## config.mk

```make
export PLATFORM = sky130hd
export DESIGN_NAME = seed_key_sched_ctrl
export DESIGN_NICKNAME = d
export VERILOG_FILES = /design/src/rtl/seed_key_sched_ctrl.sv
export SDC_FILE = /design/constraint.sdc
export NUM_CORES = 1
export LEC_CHECK = 0
export ABC_CLOCK_PERIOD_IN_PS = 4600
export CAP_MARGIN = 10
export CORE_MARGIN = 5
export CORE_UTILIZATION = 63
export DETAILED_ROUTE_END_ITERATION = 10
export GPL_TIMING_DRIVEN = 1
export PLACE_DENSITY = 0.83
export SLEW_MARGIN = 20
export SYNTH_ARGS = -nofsm -noshare
export SYNTH_HDL_FRONTEND = slang
export SYNTH_SLANG_ARGS = --single-unit
```

## constraint.sdc

```tcl
create_clock -name i_Clk -period 4.6 [get_ports i_Clk]
set_input_delay 0.92 -clock i_Clk [delete_from_list [all_inputs] [get_ports i_Clk]]
set_output_delay 0.92 -clock i_Clk [all_outputs]
set_load 0.02 [all_outputs]
```

## src/rtl/seed_key_sched_ctrl.sv

```systemverilog
// SEED-128 key-schedule sequencer: loads the user key into the round-key generator,
// steps the round index and captures each round key into an indexed read buffer.
module seed_key_sched_ctrl #(
  parameter int unsigned ROUNDS = 16,
  parameter int unsigned KW     = 64
) (
  input  logic          i_Clk,
  input  logic          i_Rst,
  input  logic          i_Start,
  input  logic          i_Abort,
  input  logic [127:0]  i_Key,
  output logic          o_KgStart,
  output logic [127:0]  o_KgKey,
  output logic [3:0]    o_KgRound,
  input  logic [KW-1:0] i_KgKey,
  input  logic [3:0]    i_RdRound,
  output logic [KW-1:0] o_RdKey,
  output logic          o_Busy,
  output logic          o_Done,
  output logic          o_KeyValid
);

  typedef enum logic [1:0] {
    S_IDLE,
    S_LOAD,
    S_GEN
  } state_e;

  localparam logic [3:0] LAST_ROUND = 4'(ROUNDS - 1);

  state_e          state_q;
  logic [3:0]      cnt_q;
  logic            kg_start_q;
  logic [127:0]    key_q;
  logic            busy_q;
  logic            done_q;
  logic            valid_q;
  logic [KW-1:0]   buf_q [16];
  logic [KW-1:0]   rd_q;
  logic            wr_en;
  logic            rd_in_range;

  // Abort suppresses the write on its own edge so the buffer keeps its stale contents.
  always_comb begin
    wr_en       = 1'b0;
    rd_in_range = 1'b0;
    if (state_q == S_GEN && !i_Abort) begin
      wr_en = 1'b1;
    end
    if (32'(i_RdRound) < ROUNDS) begin
      rd_in_range = 1'b1;
    end
  end

  // Counter doubles as the generator round index; it is held at 0 outside GEN.
  always_ff @(posedge i_Clk or negedge i_Rst) begin
    if (!i_Rst) begin
      state_q    <= S_IDLE;
      cnt_q      <= '0;
      kg_start_q <= 1'b0;
      key_q      <= '0;
      busy_q     <= 1'b0;
      done_q     <= 1'b0;
      valid_q    <= 1'b0;
    end else begin
      done_q     <= 1'b0;
      kg_start_q <= 1'b0;
      if (i_Abort) begin
        state_q <= S_IDLE;
        cnt_q   <= '0;
        busy_q  <= 1'b0;
        valid_q <= 1'b0;
      end else begin
        case (state_q)
          S_IDLE: begin
            if (i_Start) begin
              key_q      <= i_Key;
              valid_q    <= 1'b0;
              busy_q     <= 1'b1;
              kg_start_q <= 1'b1;
              cnt_q      <= '0;
              state_q    <= S_LOAD;
            end
          end
          S_LOAD: begin
            cnt_q   <= '0;
            state_q <= S_GEN;
          end
          S_GEN: begin
            if (cnt_q == LAST_ROUND) begin
              cnt_q   <= '0;
              busy_q  <= 1'b0;
              valid_q <= 1'b1;
              done_q  <= 1'b1;
              state_q <= S_IDLE;
            end else begin
              cnt_q <= cnt_q + 4'd1;
            end
          end
          default: begin
            cnt_q   <= '0;
            busy_q  <= 1'b0;
            state_q <= S_IDLE;
          end
        endcase
      end
    end
  end

  // Read samples the pre-edge array contents, giving read-before-write on a shared index.
  always_ff @(posedge i_Clk or negedge i_Rst) begin
    if (!i_Rst) begin
      for (int unsigned i = 0; i < 16; i++) begin
        buf_q[i] <= '0;
      end
      rd_q <= '0;
    end else begin
      if (wr_en) begin
        buf_q[cnt_q] <= i_KgKey;
      end
      rd_q <= rd_in_range ? buf_q[i_RdRound] : '0;
    end
  end

  assign o_KgStart  = kg_start_q;
  assign o_KgKey    = key_q;
  assign o_KgRound  = cnt_q;
  assign o_RdKey    = rd_q;
  assign o_Busy     = busy_q;
  assign o_Done     = done_q;
  assign o_KeyValid = valid_q;

endmodule

```

==> impl_results.md, run 1 <==
- Dominant cells by area after synthesis: dfrtp_1 59%, mux2_2 25%, mux4_2 11%
- Ys flop type: dfrtp_1
- Post-CTS Setup Inserts: 0
- FF+latch area: 30700 um2
- Yosys warnings: 0
- Top cell type's share of synthesized area: 58.6%
- Setup slack after layout: 1600 ps
- Gpl congestion: 0.817
- Post-CTS sizing: 0
- Fin crit share: 65.1%
- Clock Pin Slew Worst Setup and Hold Paths: 60 ps
- Worst Skew: 21.6 ps
- Crit path DAT: 2080 ps
- Fin util: 75.2%
- Place WS: 1020 ps
- CP Launch Type: flop
- I/O pins: 400
- RSZ-0062 raised after global routing: false
- Setup CP Type: reg -> out
- Simple-Gate Fraction of Synth Area: 1.10%
- Die width: 298 um
- Layout Cells excl Fill: 4673
- Post-layout minimum cycle time: 3000 ps
- Syn Std Cell Area: 52400 um2
- Commonest non-fill, non-tap cells in the layout: 1226 x dfrtp_1, 1140 x mux2_2, 396 x clkdlybuf4s50_1
- # hold bufs at CTS: 0
- Max-cap viol count: 0
- Post-Synthesis Net Count: 3362
- Synth Instances: 3158
- Synth Area in XOR/XNOR: 0.0167%
- Fmax: 334 MHz
- Number of synthesized flops with an enable pin: 0
- Sink Count: 1226
- Yosys top cell by area: dfrtp_1
- Critical Path Fanout Max: 12
- GRT Total Usage: 29.1%
- Clock Latency Late Sink: 680 ps
- Post-route DRC: 0
- WP buf/inv: 1
- Vias in the first global route: 34100
- Drt pass-1 iters: 5
- Avg WL per Cell: 27.3 um
- Final setup fails: 0
- Slowest CP cell: clkdlybuf4s50_1
- Distinct cells, synth: 39
- CP delay by family, top: buffers and inverters
- Via density: 6.34
- Avg Cell Area, Syn: 16.6 um2
- Slew @ Worst Pin: 883 ps
- Worst hold slack: 293 ps
- Initial antenna violation count: 21
- HP Class: in -> async
- Max Root-Sink Buffers: 3
- Grt total ovfl: 0
- First-pass GRT wire length: 202000 um
- Remaining antenna violation count: 0
- Worst vdd ir: 366 uV
- CTS Buf Count: 120
- Synth Area in Compound Gates: 1.99%
- FF+latch count, synth: 1226
- Multi-input logic area: 20500 um2
- Pwr/cell area: 397 nW/um2
- Largest net degree at the start of global routing: 129
- Relative slew slack: 40.9%
- Detailed Route WL: 128000 um
- Adder-cell area share of the yosys netlist: 0.0956%
- DIE HEIGHT: 298 um
- Status: completed
- Area delta synth->final: 18.1%
- Row count: 105
- Most common library cell in the layout ignoring fill and taps: dfrtp_1
- Largest stage delay, worst path: 740 ps
- Hold Fails Final Rpt: 0
- Mux cell area share after synthesis: 35.8%
- Nets: 3688
- CTS root buf: clkbuf_16
- Slew Limit Fails: 0
- Setup_tns: 0 ps
- Critical Path End Type: primary output
- H-tree level count: 3
- Main combinational cell family by area after synthesis: multiplexers
- Core box area: 82200 um2
- I/O Buffers: 399
- DR iter-0 viols: 1954
- Critical Path RT: 3680 ps
- Sequential share of the synthesized area: 58.6%
- Initial Util: 63.7%
- Leak Pwr: 29.7 nW
- HPWL Detailed: 76600 um
- Fillers: 4686
- DR vias: 29600
- Crit-path cells: clkdlybuf4s50_1
- Die Footprint: 89000 um2
- Layout cell share with drive strength beyond 1: 47.3%
- Clock tree from TritonCTS: built
- Post-synth ARST share: 100%
- Dpl cells: 4431
[power breakdown]
part	switching (mW)	internal, mW
Clock	4.11	5.96
Combinational	1.37	1.38
Sequential	0.354	11.4
[synthesized netlist by cell type, types with 6 or more instances]
cell / instances
nor2b_1: 7
buf_1: 13
buf_2: 119
inv_1: 6
buf_4: 16
mux2_1: 12
clkbuf_1: 112
a22oi_1: 130
mux4_2: 256
buf_6: 6
dfrtp_1: 1226
mux2_2: 1140
nand2_1: 75
[worst paths after layout]
kind / start / end / slack [ps] / depth (start not counted)
setup / recovery: o_KgRound[3]$_DFFE_PN0P_ / o_KgRound[3] / 1600 / 1
hold / removal: i_Rst / o_RdKey[3]$_DFF_PN0_ / 290 / 1
max in group asynchronous: i_Rst / buf_q[163]$_DFFE_PN0P_ / 3110 / 3
setup reg to reg: state_q[1]$_DFFE_PN0P_ / buf_q[882]$_DFFE_PN0P_ / 1810 / 4
hold reg to reg: buf_q[589]$_DFFE_PN0P_ / buf_q[589]$_DFFE_PN0P_ / 480 / 1
min in group i_Clk: buf_q[589]$_DFFE_PN0P_ / buf_q[589]$_DFFE_PN0P_ / 480 / 1
[flip-flops by register name, indices dropped and copies added (netlist names)]
| name | cells |
|---|---|
| buf_q | 1024 |
| o_Busy | 1 |
| o_Done | 1 |
| o_KeyValid | 1 |
| o_KgKey | 128 |
| o_KgRound | 4 |
| o_KgStart | 1 |
| o_RdKey | 64 |
| state_q | 2 |
[routing by layer]
metal	part of all wire (%)	global-route usage, %
met1	39	37.5
met2	52	49.3
met3	5.5	6.00
met4	3.1	11.3
met5	0.028	0
[final cells by class]
class,count,share of cell area [%]
Sequential cell,1226,49.6
Timing Repair Buffer,470,8.21
Antenna cell,16,0.0648
Clock inverter,39,0.684
Inverter,6,0.0364
Tap cell,1070,2.17
Clock buffer,186,5.98
Multi-Input combinational cell,1660,33.2
[kinds of logic after synthesis]
| group | count (synthesis) |
|---|---|
| buf+inv | 272 |
| mux | 1408 |
| fa+ha+maj | 4 |
| compound gates | 139 |
| simple gates | 108 |
| flops | 1226 |
| xor+xnor | 1 |
[metrics by stage]
stage / area, um2 / power, mW
6_report: 61800 / 24.6
5_1_grt: 61800 / 25.4
4_1_cts: 61800 / 24.7
3_5_place_dp: 57600 / 14.7
3_3_place_gp: 57600 / 14.6
2_1_floorplan: 52400 / 13.2
No activity file was read; power rests on OpenSTA's default activity.
==> run 2, diff against run 1 <==
ABC_CLOCK_PERIOD_IN_PS = 3130   (was 4600)
CORE_UTILIZATION = 59   (was 63)
PLACE_DENSITY = 0.78   (was 0.83)
clock period = 3.13 ns   (was 4.6 ns; I/O delays follow)
==> run 2 against run 1 <==
Net effect:
- via count grew 1.0%
- wire length grew 1.9%
- combinational power grew 49%
- final cell count grew 2.9%
- critical endpoint unchanged
==> impl_results.md, run 2 (synthesis gave the netlist of run 1 again) <==
- Clock Pin Slew Worst Setup and Hold Paths: 60 ps
- Post-CTS sizing: 0
- Area delta synth->final: 19.3%
- Max Root-Sink Buffers: 3
- Post-route DRC: 0
- Drt pass-1 iters: 5
- Vias in the first global route: 34300
- Die width: 308 um
- CP delay by family, top: buffers and inverters
- Final setup fails: 0
- Die Footprint: 94800 um2
- Largest stage delay, worst path: 750 ps
- DIE HEIGHT: 308 um
- Pwr/cell area: 575 nW/um2
- Core box area: 88200 um2
- Critical Path Fanout Max: 12
- CP Launch Type: flop
- Slew @ Worst Pin: 771 ps
- CTS Buf Count: 130
- Leak Pwr: 30.0 nW
- Post-layout minimum cycle time: 2750 ps
- Relative slew slack: 48.6%
- Max-cap viol count: 0
- Critical Path RT: 2500 ps
- Setup CP Type: reg -> out
- Largest net degree at the start of global routing: 122
- RSZ-0062 raised after global routing: false
- Clock tree from TritonCTS: built
- GRT Total Usage: 28.1%
- Setup_tns: 0 ps
- Crit-path cells: clkdlybuf4s50_1
- Slew Limit Fails: 0
- Critical Path End Type: primary output
- Worst vdd ir: 596 uV
- Commonest non-fill, non-tap cells in the layout: 1226 x dfrtp_1, 1140 x mux2_2, 396 x clkdlybuf4s50_1
- WP buf/inv: 1
- Most common library cell in the layout ignoring fill and taps: dfrtp_1
- Layout cell share with drive strength beyond 1: 47.6%
- Max FFs per register: 1024
- Hold Fails Final Rpt: 0
- Fillers: 5509
- Gpl congestion: 0.813
- Register with the most flip-flops: buf_q
- Status: completed
- Dpl cells: 4577
- HP Class: in -> async
- Initial Util: 59.3%
- Grt total ovfl: 0
- H-tree level count: 4
- Avg WL per Cell: 27.0 um
- CTS root buf: clkbuf_16
- Sink Count: 1226
- I/O pins: 400
- Worst hold slack: 477 ps
- Detailed Route WL: 130000 um
- Clock Latency Late Sink: 720 ps
- Row count: 109
- Fin crit share: 88.0%
- Layout Cells excl Fill: 4808
- I/O Buffers: 399
- Worst Skew: 26.1 ps
- Remaining antenna violation count: 0
- HPWL Detailed: 81300 um
- Initial antenna violation count: 14
- DR iter-0 viols: 1917
- Slowest CP cell: clkdlybuf4s50_1
- DR vias: 29900
- Fmax: 363 MHz
- First-pass GRT wire length: 205000 um
- Nets: 3749
- Crit path DAT: 2130 ps
- Via density: 6.22
## run 2: cell types whose count changed in the layout (fill, tap and decap cells not counted), moves of 2 or more
| cell | delta |
|---|---|
| clkbuf_16 | +11 |
| clkinvlp_4 | -5 |
| clkbuf_8 | -10 |
| buf_4 | +28 |
| buf_16 | -2 |
| clkbuf_1 | +10 |
| bufinv_16 | -7 |
| buf_12 | +25 |
| diode_2 | -5 |
| clkinv_2 | -6 |
## run 2: cell type report
class                           count  area, um2  area share (%)
Clock inverter                     22        161           0.258
Inverter                            6       22.5          0.0360
Clock buffer                      197       3870            6.20
Tap cell                         1165       1460            2.33
Timing Repair Buffer              521       5730            9.17
Antenna cell                       11       27.5          0.0440
Multi-Input combinational cell   1660      20500            32.9
Sequential cell                  1226      30700            49.1
## run 2: routing by layer
metal	vias to the layer above	GRT usage [%]	routed length [um]
li1	12600	-	-
met1	16200	37.0	51900
met2	870	46.3	65900
met3	283	6.41	7340
met4	4	11.2	4890
met5	-	0	21
## run 2: stage by stage
step	cell area [um2]	util (%)	total power, mW	setup slack, ps
after floorplan	52400	-	19.4	950
after global placement	58400	66.2	21.4	234
after detailed placement	58400	66.2	21.6	230
after CTS	62500	70.8	36.3	314
after global routing	62500	70.8	37.3	307
final	62500	70.8	36.0	377
## run 2: timing repair
action,4_1_cts,5_1_grt
setup endpoints to repair,0,0
hold endpoints to repair,38,0
setup buffers,0,0
hold buffers,1,0
## run 2: where the power goes
| part | internal (mW) | switching (mW) | total, mW |
|---|---|---|---|
| clock | 8.57 | 6.04 | 14.6 |
| combinational | 2.07 | 2.03 | 4.10 |
| sequential | 16.7 | 0.495 | 17.2 |
## run 2: path summary, 6_finish.rpt
path / startpoint / end / slack, ps / cells past startpoint
worst min register to register: buf_q[584]$_DFFE_PN0P_ / buf_q[584]$_DFFE_PN0P_ / 480 / 1
worst max register to register: state_q[1]$_DFFE_PN0P_ / buf_q[53]$_DFFE_PN0P_ / 620 / 4
min in group i_Clk: buf_q[584]$_DFFE_PN0P_ / buf_q[584]$_DFFE_PN0P_ / 480 / 1
max in group asynchronous: i_Rst / o_RdKey[6]$_DFF_PN0_ / 1590 / 3
worst max-delay path: o_KgRound[3]$_DFFE_PN0P_ / o_KgRound[3] / 380 / 1
worst min-delay path: i_Rst / buf_q[531]$_DFFE_PN0P_ / 480 / 2
==> run 3, diff against run 2 <==
CORE_MARGIN = 10   (was 5)
GPL_ROUTABILITY_DRIVEN = 0   (was not set)
==> run 3 against run 2 <==
Net effect:
- non-clock buffer count grew 3
- sequential power barely moved
- hold slack gained 7.6 ps
- register-to-register slack better by 120 ps
- combinational power rose by 2%
- highest routed layer unchanged
- critical path depth did not move
- largest cell class unchanged
- clock power is 3% higher
- final cell count barely moved
- first-iteration DRC count grew 8.1%
- wire length up 2.6%
==> impl_results.md, run 3 (synthesis gave the netlist of run 1 again) <==
- Fillers: 5361
- CTS root buf: clkbuf_16
- Register with the most flip-flops: buf_q
- Clock Latency Late Sink: 710 ps
- Vias in the first global route: 34000
- Worst hold slack: 484 ps
- Critical Path RT: 2500 ps
- Leak Pwr: 30.2 nW
- Worst R2R Start: state_q[1]$_DFFE_PN0P_
- Most common library cell in the layout ignoring fill and taps: dfrtp_1
- Max FFs per register: 1024
- Slew @ Worst Pin: 715 ps
- Largest net degree at the start of global routing: 110
- Post-route DRC: 0
- Detailed Route WL: 133000 um
- Crit-path cells: clkdlybuf4s50_1
- Max-cap viol count: 0
- Worst R2R Path Depth: 5
- Status: completed
- First-pass GRT wire length: 209000 um
- Hold Fails Final Rpt: 0
- Hold Crit Depth: 1
- Sw Pwr: 8.67 mW
- DIE HEIGHT: 318 um
- Setup CP Type: reg -> out
- RSZ-0062 raised after global routing: false
- Clock Pin Slew Worst Setup and Hold Paths: 70 ps
- Nets: 3742
- Critical Path End Type: primary output
- CTS Buf Count: 120
- Fin crit share: 89.8%
- R2R Setup Slk: 740 ps
- CP Launch Type: flop
- R2R Path End: buf_q[947]$_DFFE_PN0P_
- Post-layout minimum cycle time: 2810 ps
- P_int: 27.9 mW
- Crit path DAT: 2190 ps
- I/O Buffers: 399
- Comb power frac: 11.5%
- Relative slew slack: 52.3%
- Die Footprint: 101000 um2
- Placed Area: 58600 um2
- Max Root-Sink Buffers: 3
- Post-CTS Setup Inserts: 0
- HPWL Detailed: 84100 um
- Slowest CP cell: clkdlybuf4s50_1
- Switching share of total power: 23.7%
- Final instance area: 62900 um2
- Initial Util: 59.3%
- Commonest non-fill, non-tap cells in the layout: 1226 x dfrtp_1, 1140 x mux2_2, 396 x clkdlybuf4s50_1
- Grt total ovfl: 0
- Final setup fails: 0
- Fmax: 356 MHz
- HP Class: reg -> reg
- Setup_tns: 0 ps
- CP delay by family, top: buffers and inverters
- H-tree level count: 3
- Clock network power share: 41.3%
- Multi-input logic area: 20500 um2
- FF+latch area: 30700 um2
- Drt pass-1 iters: 7
- Worst setup path start: o_KgRound[3]$_DFFE_PN0P_
- Pwr/cell area: 581 nW/um2
- Fin util: 71.2%
- Core box area: 88200 um2
- Setup slack after layout: 318 ps
- Layout cell share with drive strength beyond 1: 48.1%
- Initial antenna violation count: 16
- Sink Count: 1226
- Clock tree from TritonCTS: built
- Area delta synth->final: 20.0%
- Critical Path Fanout Max: 12
- Remaining antenna violation count: 0
- Worst Skew: 35.9 ps
- Critical Path Sink: o_KgRound[3]
- Row count: 109
- WP buf/inv: 1
- Avg WL per Cell: 27.7 um
- Slew Limit Fails: 0
- Die width: 318 um
- Worst hold start: buf_q[582]$_DFFE_PN0P_
- Via density: 6.24
- GRT Total Usage: 26.4%
- Worst vdd ir: 513 uV
- DR iter-0 viols: 2072
- Reg power frac: 47.2%
- Place WS: 329 ps
- Largest stage delay, worst path: 790 ps
- DR vias: 30000
- Worst path depth: 1
- I/O pins: 400
## run 3: cell types whose count changed in the layout (fill, tap and decap cells not counted), sizes merged
cell,delta
buf,+3
clkinv,+5
clkinvlp,+4
inv,-2
diode,-2
bufinv,+12
clkbuf,-18
## run 3: per-stage QoR
step	std cells	total power, mW
after floorplan	3158	19.4
after global placement	4580	21.5
final	4810	36.5
after global routing	4808	37.7
after detailed placement	4580	21.7
after CTS	4801	36.7
## run 3: area by class of cell
| cell class | count | area share [%] |
|---|---|---|
| multi-input cells | 1660 | 32.7 |
| well taps | 1165 | 2.32 |
| clock buffers | 179 | 5.75 |
| inverters | 6 | 0.0358 |
| diodes | 9 | 0.0358 |
| clock inverters | 41 | 0.896 |
| repair buffers | 524 | 9.47 |
| flip-flops and latches | 1226 | 48.8 |
## run 3: per-layer routing
layer | vias to the layer above | wire (um) | GRT usage [%]
met5 | - | 58 | 0
met4 | 10 | 3600 | 8.48
met3 | 237 | 8060 | 5.49
met2 | 824 | 68400 | 45.0
met1 | 16400 | 53300 | 33.5
li1 | 12500 | - | -
## run 3: repair_timing
action                                 in CTS  in global routing
endpoints found under the hold margin      35                  0
resized for setup                           0                  0
hold buffers                                1                  0
## run 3: power by group through the flow
stage	clock (mW)	combinational, mW	sequential [mW]
final	15.1	4.19	17.2
after global routing	16.0	4.44	17.3
after global placement	0	4.09	17.4
after CTS	15.3	4.24	17.2
after detailed placement	0	4.21	17.5
after floorplan	0	1.54	17.9
## run 3: worst min-delay path by stage
stage                                  end  slack (ps)
floorplan             buf_q[0]$_DFFE_PN0P_         330
CTS                 buf_q[584]$_DFFE_PN0P_         490
detailed placement  buf_q[584]$_DFFE_PN0P_         470
finish              buf_q[582]$_DFFE_PN0P_         480
global route        buf_q[305]$_DFFE_PN0P_         510
global placement    buf_q[581]$_DFFE_PN0P_         460
